### config.mk
export PLATFORM = sky130hd
export DESIGN_NAME = interrupt_controller
export DESIGN_NICKNAME = d
export VERILOG_FILES = /design/src/rtl/interrupt_controller.sv
export SDC_FILE = /design/constraint.sdc
export NUM_CORES = 1
export LEC_CHECK = 0
export ABC_AREA = 1
export CORE_MARGIN = 8
export CORE_UTILIZATION = 63
export CTS_CLUSTER_DIAMETER = 40
export DETAILED_ROUTE_END_ITERATION = 7
export DONT_BUFFER_PORTS = 1
export PLACE_DENSITY = 0.88
export RECOVER_POWER = 50
export SLEW_MARGIN = 30
export SYNTH_ARGS = -nofsm -noshare
export SYNTH_HDL_FRONTEND = slang
export SYNTH_SLANG_ARGS = --single-unit
export TNS_END_PERCENT = 50
### constraint.sdc
create_clock -name clk -period 2 [get_ports clk]
set_input_delay 0.3 -clock clk [delete_from_list [all_inputs] [get_ports clk]]
set_output_delay 0.3 -clock clk [all_outputs]
set_load 0.03 [all_outputs]
### src/rtl/interrupt_controller.sv
// ----------------------------------------------------------------------------
// interrupt_controller
//
// Purpose:
//   Collects external interrupt lines, edge-detects them into a pending
//   register, applies a CPU-writable mask and presents the highest-priority
//   eligible source to the control unit. The selected source is held (no
//   nesting) until the control unit signals handler completion.
//
// Optional feature (macro TIMER_IRQ_EN):
//   Adds a free-running 0..TIMER_PERIOD-1 counter whose wrap sets an extra,
//   lowest-priority pending bit (index NUM_IRQ). Without the macro there is
//   no counter and no extra mask/pending bit.
//
// Ports:
//   clk             - system clock, all state updates on rising edge
//   reset           - synchronous active-low reset
//   irq_in          - external interrupt lines (asynchronous origin)
//   mask_we         - mask register write strobe
//   mask_data       - new mask value, 1 = source enabled
//   int_ack         - control unit entered its interrupt entry (REQ -> SVC)
//   s_finish_interr - control unit is returning from interrupt (SVC -> IDLE)
//   s_interruption  - registered interrupt request to the control unit
//   int_vector      - registered handler address for the PC mux
//   pending         - pending register readback
// ----------------------------------------------------------------------------
module interrupt_controller #(
    parameter int unsigned NUM_IRQ      = 4,
    parameter int unsigned PC_W         = 10,
    parameter int unsigned VEC_BASE     = 1000,
    parameter int unsigned VEC_STRIDE   = 4,
    parameter int unsigned TIMER_PERIOD = 1000,
`ifdef TIMER_IRQ_EN
    localparam int unsigned NUM_SRC     = NUM_IRQ + 1
`else
    localparam int unsigned NUM_SRC     = NUM_IRQ
`endif
) (
    input  logic                clk,
    input  logic                reset,
    input  logic [NUM_IRQ-1:0]  irq_in,
    input  logic                mask_we,
    input  logic [NUM_SRC-1:0]  mask_data,
    input  logic                int_ack,
    input  logic                s_finish_interr,
    output logic                s_interruption,
    output logic [PC_W-1:0]     int_vector,
    output logic [NUM_SRC-1:0]  pending
);

    localparam int unsigned IDX_W = (NUM_SRC > 1) ? $clog2(NUM_SRC) : 1;

    // Reject configurations outside the supported range at elaboration.
    if (NUM_IRQ < 1 || NUM_IRQ > 8 || TIMER_PERIOD < 1) begin : g_param_check
        $error("interrupt_controller: unsupported parameter value");
    end

    typedef enum logic [1:0] {
        ST_IDLE = 2'd0,
        ST_REQ  = 2'd1,
        ST_SVC  = 2'd2
    } state_e;

    state_e                state_q;
    logic [NUM_IRQ-1:0]    sync1_q, sync2_q, sync3_q;
    logic [NUM_SRC-1:0]    pending_q, pending_d;
    logic [NUM_SRC-1:0]    mask_q, mask_d;
    logic [NUM_SRC-1:0]    set_c, clr_c, eligible_c;
    logic [NUM_IRQ-1:0]    edge_c;
    logic [IDX_W-1:0]      win_idx_c, svc_q;
    logic                  win_valid_c;
    logic                  fin_c;
    logic [PC_W-1:0]       vec_c, vec_q;
    logic                  s_int_q;

`ifdef TIMER_IRQ_EN
    localparam int unsigned TCNT_W = (TIMER_PERIOD > 1) ? $clog2(TIMER_PERIOD) : 1;

    logic [TCNT_W-1:0] tcnt_q, tcnt_d;
    logic              tick_c;

    // Free-running period counter; wraps regardless of the mask.
    always_comb begin
        tick_c = (tcnt_q == TCNT_W'(TIMER_PERIOD - 1));
        tcnt_d = tick_c ? '0 : tcnt_q + TCNT_W'(1);
    end

    always_ff @(posedge clk) begin
        if (!reset) begin
            tcnt_q <= '0;
        end else begin
            tcnt_q <= tcnt_d;
        end
    end
`endif

    // Rising edge seen between the second and third synchroniser stages.
    assign edge_c = sync2_q & ~sync3_q;

`ifdef TIMER_IRQ_EN
    assign set_c = {tick_c, edge_c};
`else
    assign set_c = edge_c;
`endif

    // Completion only counts while a source is in service.
    assign fin_c = (state_q == ST_SVC) && s_finish_interr;

    // Pending/mask next state; a set wins over a simultaneous clear.
    always_comb begin
        clr_c = '0;
        for (int i = 0; i < int'(NUM_SRC); i++) begin
            clr_c[i] = fin_c && (svc_q == IDX_W'(i));
        end
        pending_d = (pending_q & ~clr_c) | set_c;
        mask_d    = mask_we ? mask_data : mask_q;
    end

    // Fixed priority: lowest eligible index wins.
    always_comb begin
        eligible_c  = pending_q & mask_q;
        win_valid_c = 1'b0;
        win_idx_c   = '0;
        for (int i = int'(NUM_SRC) - 1; i >= 0; i--) begin
            if (eligible_c[i]) begin
                win_valid_c = 1'b1;
                win_idx_c   = IDX_W'(i);
            end
        end
        vec_c = PC_W'(VEC_BASE + VEC_STRIDE * 32'(win_idx_c));
    end

    // Synchroniser, pending and mask registers.
    always_ff @(posedge clk) begin
        if (!reset) begin
            sync1_q   <= '0;
            sync2_q   <= '0;
            sync3_q   <= '0;
            pending_q <= '0;
            mask_q    <= '0;
        end else begin
            sync1_q   <= irq_in;
            sync2_q   <= sync1_q;
            sync3_q   <= sync2_q;
            pending_q <= pending_d;
            mask_q    <= mask_d;
        end
    end

    // Request FSM. s_interruption follows the state one cycle later, which
    // gives a 2-cycle pending-to-request latency and guarantees at least one
    // low cycle between consecutive requests.
    always_ff @(posedge clk) begin
        if (!reset) begin
            state_q <= ST_IDLE;
            svc_q   <= '0;
            vec_q   <= '0;
            s_int_q <= 1'b0;
        end else begin
            s_int_q <= (state_q != ST_IDLE);
            case (state_q)
                ST_IDLE: begin
                    if (win_valid_c) begin
                        svc_q   <= win_idx_c;
                        vec_q   <= vec_c;
                        state_q <= ST_REQ;
                    end
                end
                ST_REQ: begin
                    if (int_ack) begin
                        state_q <= ST_SVC;
                    end
                end
                ST_SVC: begin
                    if (s_finish_interr) begin
                        state_q <= ST_IDLE;
                    end
                end
                default: begin
                    state_q <= ST_IDLE;
                end
            endcase
        end
    end

    assign s_interruption = s_int_q;
    assign int_vector     = vec_q;
    assign pending        = pending_q;

endmodule

# After elaboration in Yosys (flattened, before gate mapping)
# Index checks and enable logic that the tools add are counted.
[totals]
register_bits = 35
latch_bits = 0
ramBits = 0
romBits = 0
inputBits = 13
out_inout_bits = 15
elab_cells = 46
mem_count = 0
[classes]
add_sub_neg = 1
multipliers = 0
div_mod_pow = 0
order_cmp = 0
eq_ne = 8
shift = 0
muxes = 12
n_bitwise = 6
reduce_logical = 10
[ops]
columns = ["cell", "count"]
rows = [
  ["$mux W2", 7],
  ["$and A4 B4 Y4", 3],
  ["$add A10 B4 Y10 const A", 1],
  ["$not A4 Y4", 2],
  ["$eq A2 B2 Y1 const B", 3],
  ["$ne A2 B2 Y1 const B", 3],
  ["$pmux W2 S3", 1],
  ["$logic_and A1 B1 Y1", 5],
  ["$eq A2 B1 Y1 const B", 2],
  ["$logic_not A2 Y1", 2],
  ["$mux W1", 4],
  ["$or A4 B4 Y4", 1],
  ["$reduce_and A3 Y1", 1],
  ["$reduce_and A2 Y1", 1],
  ["$reduce_bool A2 Y1", 1],
]

# Logic depth before layout (Yosys ltp)
[logic_depth]
ltp_word = 7
depth_mapped = 8
depth_no_buf = 8

# Worst setup path after synthesis
# No wires, ideal clock.
[synth_path]
kind = "reg2reg"
from = "register pending_q[3], in the netlist pending[3]"
to = "register svc_q[0]"
setup_time_ps = 109
t_arrival_ps = 974
required_ps = 1891
setup_slack_ps = 917
path_stages_with_launch = 8
path_buffers = 0
synth_period_minus_slack_ps = 1083
path_cell_list = "dfxtp_1 -> nand2_1 -> nand2_1 -> nand2_2 -> nand2_2 -> nand2_1 -> inv_1 -> nor2_2"
[synth_via]
elab_chain_len = 6
elab_cells_between_ends = 10
classes_between = "8 x mux; 1 x bitwise; 1 x reduce/logical"
[synth_rtl]
columns = ["element", "line_no", "source"]
rows = [
  ["start, declared", "66", "logic [NUM_SRC-1:0] pending_q, pending_d;"],
  ["start signal, assigned", "145", "pending_q <= pending_d;"],
  ["$and A4 B4 Y4 *", "121", "eligible_c = pending_q & mask_q;"],
  ["$mux W1 (4 in a row)", "125", "if (eligible_c[i]) begin"],
  ["$reduce_and A2 Y1 (no source line)", "--", ""],
  ["end signal, assigned", "164", "svc_q <= win_idx_c;"],
  ["end, declared", "70", "logic [IDX_W-1:0] win_idx_c, svc_q;"],
]
# Every way passes the cells marked *; elsewhere a longest branch is shown, timed or not.
# A chain may end at the register's enable or synchronous reset.

==> impl_metrics.py <==
metrics = {
    "global_routing": {
        "grt_overflow": 0,
        "grt_pass1_vias": 681,
        "grt_usage_pct": 10.9,
        "grt_pass1_wl_um": 2820,
        "antenna_found_initial": 0,
        "grt_max_degree": 26,
    },
    "logic_synthesis": {
        "syn_area_um2": 1010,
        "synth-seq-area-share_pct": 53.7,
        "syn-instance-count": 128,
        "avgSynthCellArea_um2": 7.87,
        "yosysUniqueCellTypes": 17,
        "yosys_warnings": 0,
        "synth-seq-cells": 27,
    },
    "setup_path": {
        "crit_path_cell_trace": "buf_4",
        "critPathKind": "flip-flop to primary output",
        "cp_data_arrival_time_ns": 1.05,
        "crit_path_end_kind": "primary output",
        "critPathBufInv": 1,
        "crit_family": "buffers and inverters",
        "cp_max_fo": 5,
        "cp.required_ns": 1.70,
        "setup.worst_path.start_class": "flip-flop",
        "worst_path_largest_cell_delay_ns": 0.38,
        "crit_path_top_delay_cell": "buf_4",
    },
    "drt": {
        "drt_pass1_iterations": 4,
        "wl_per_cell_um": 11.4,
        "drtAntennaViolNets": 0,
        "viasPerCell": 4.94,
        "drcViolationCount": 0,
        "drtIter0Drc": 10,
        "routed_wl_um": 1610,
        "vias": 697,
    },
    "clocking": {
        "root_buffer": "clkbuf_4",
        "htree_levels": 1,
        "cts_buffer_depth": 2,
        "clk_pin_slew_ns": 0.13,
        "cts_buffers": 3,
        "clk_latency_ns": 0.31,
        "cts_sinks": 27,
        "ctsResizeCount": 0,
        "cts_setup_buffers": 0,
        "cts_hold_buf": 0,
        "cts_tree": "yes",
    },
    "power_and_ir_drop": {
        "power.density_nw_per_um2": 894,
        "p_leak_nw": 0.549,
        "ir_drop_mv": 0.515,
        "total_power_w": 0.000891,
    },
    "floorplan": {
        "design.portCount": 28,
        "core_area_um2": 1510,
        "initial_core_util_pct": 66.9,
        "die_area_um2": 3130,
        "dieHeight_um": 56.0,
        "core.rowCount": 14,
        "die_x_um": 56.0,
    },
    "cells_and_area": {
        "syn2layout_area_growth_pct": -0.994,
        "final_common_cell": "nand2_1",
        "insertedDiodeCount": 0,
        "multi_input_area_um2": 324,
        "seq_area_um2": 541,
        "nets": 139,
        "fillerInstances": 131,
        "layout_common_cells": "nand2_1, dfxtp_1, inv_1, nor2_1, nor3_1",
        "drive_above_1_share_pct": 7.20,
    },
    "timing": {
        "fin_crit_ns": 1.35,
        "fmax_mhz": 742,
        "finalCritPeriodShare_pct": 67.4,
        "finalHoldViolCount": 0,
        "drv_slew": 0,
        "setup_viol": 0,
        "finClkSkew_ns": 0.00390,
        "fin_tns_setup_ns": 0,
        "rsz0062_at_grt": "false",
    },
    "run_status": {
        "status": "finished, final reports clean",
    },
    "place": {
        "io_buffers": 0,
        "place_congestion": 0.776,
        "dp.final_hpwl_um": 1240,
    },
    "worst_hold_path": {
        "worstHoldPathType": "primary input to flip-flop",
    },
    "run": {
        "max_cap_viol_count": 0,
    },
}
==> cell type report <==
type,count,area share (%)
Sequential cell,27,54.2
Multi-Input combinational cell,72,32.5
Inverter,21,7.90
Clock buffer,4,2.63
Tap cell,16,2.01
Timing Repair Buffer,1,0.753
==> layer usage <==
metal	part of all wire [%]	GRT usage (%)	vias up
met3	8.9	4.11	5
li1	-	-	368
met1	41	10.9	301
met4	2.7	7.22	0
met5	0	0	-
met2	47	18.4	23
==> final timing paths <==
check                                    from  slack (ns)  depth (start not counted)       endpoint
worst max-delay path            int_vector[8]        0.65                          1  int_vector[5]
worst max register to register     pending[1]        0.79                          7       svc_q[0]
worst min-delay path                    reset        0.07                          2     sync1_q[2]
worst min register to register     sync1_q[0]        0.42                          2     sync2_q[0]
==> cells by family (layout without fill, tap and decap cells) <==
logic type      Yosys count  after routing  share of synthesized area, %
flops                    27             27                          53.7
compound gates           13             13                          7.45
buf+inv                  30             26                          14.0
other cells               1              2                         0.372
simple gates             57             57                          24.5
==> synth_stat cells <==
cell | number | area, µm²
nand2_2 | 4 | 25.0
nor2_1 | 14 | 52.6
nand3_1 | 1 | 5.00
dfxtp_1 | 27 | 541
o21bai_1 | 4 | 30.0
o21ai_0 | 4 | 20.0
inv_1 | 21 | 78.8
nor3_1 | 5 | 25.0
nand2_1 | 29 | 109
buf_2 | 2 | 10.0
nand3_2 | 1 | 10.0
o21ai_1 | 2 | 10.0
nor2_2 | 2 | 12.5
buf_4 | 7 | 52.6
a21oi_1 | 3 | 15.0
conb_1 | 1 | 3.75
nand3b_1 | 1 | 7.51
==> through the flow <==
stage	util (%)	worst slack (ns)	hold slack (ns)	cells	area, µm²
floorplan	-	0.917	0.390	129	1010
global placement	64.8	0.852	0.392	137	976
detailed placement	64.8	0.821	0.400	137	976
CTS	66.5	0.629	0.0546	141	1000
global route	66.2	0.586	0.0576	141	997
finish	66.2	0.652	0.0692	141	997
==> where the power goes <==
part | switching [W] | internal, W | leakage (nW)
sequential | 0.0000331 | 0.000565 | 0.222
combinational | 0.0000520 | 0.0000216 | 0.312
clock | 0.000141 | 0.0000780 | 0.0150
==> sequential cells by signal (all words and copies together), names as in the netlist <==
name and cells:
state_q 2, sync1_q 4, pending 4, sync3_q 4, sync2_q 4, mask_q 4, s_interruption 1, int_vector 3
svc_q 1
==> worst register-to-register path: cells and delay by family (launching register included) <==
family                 cells  cell delay, ns
and+or+nand+nor            6            0.51
DFF                        1            0.56
buffers and inverters      1            0.06
(Power assumes the default switching activity.)
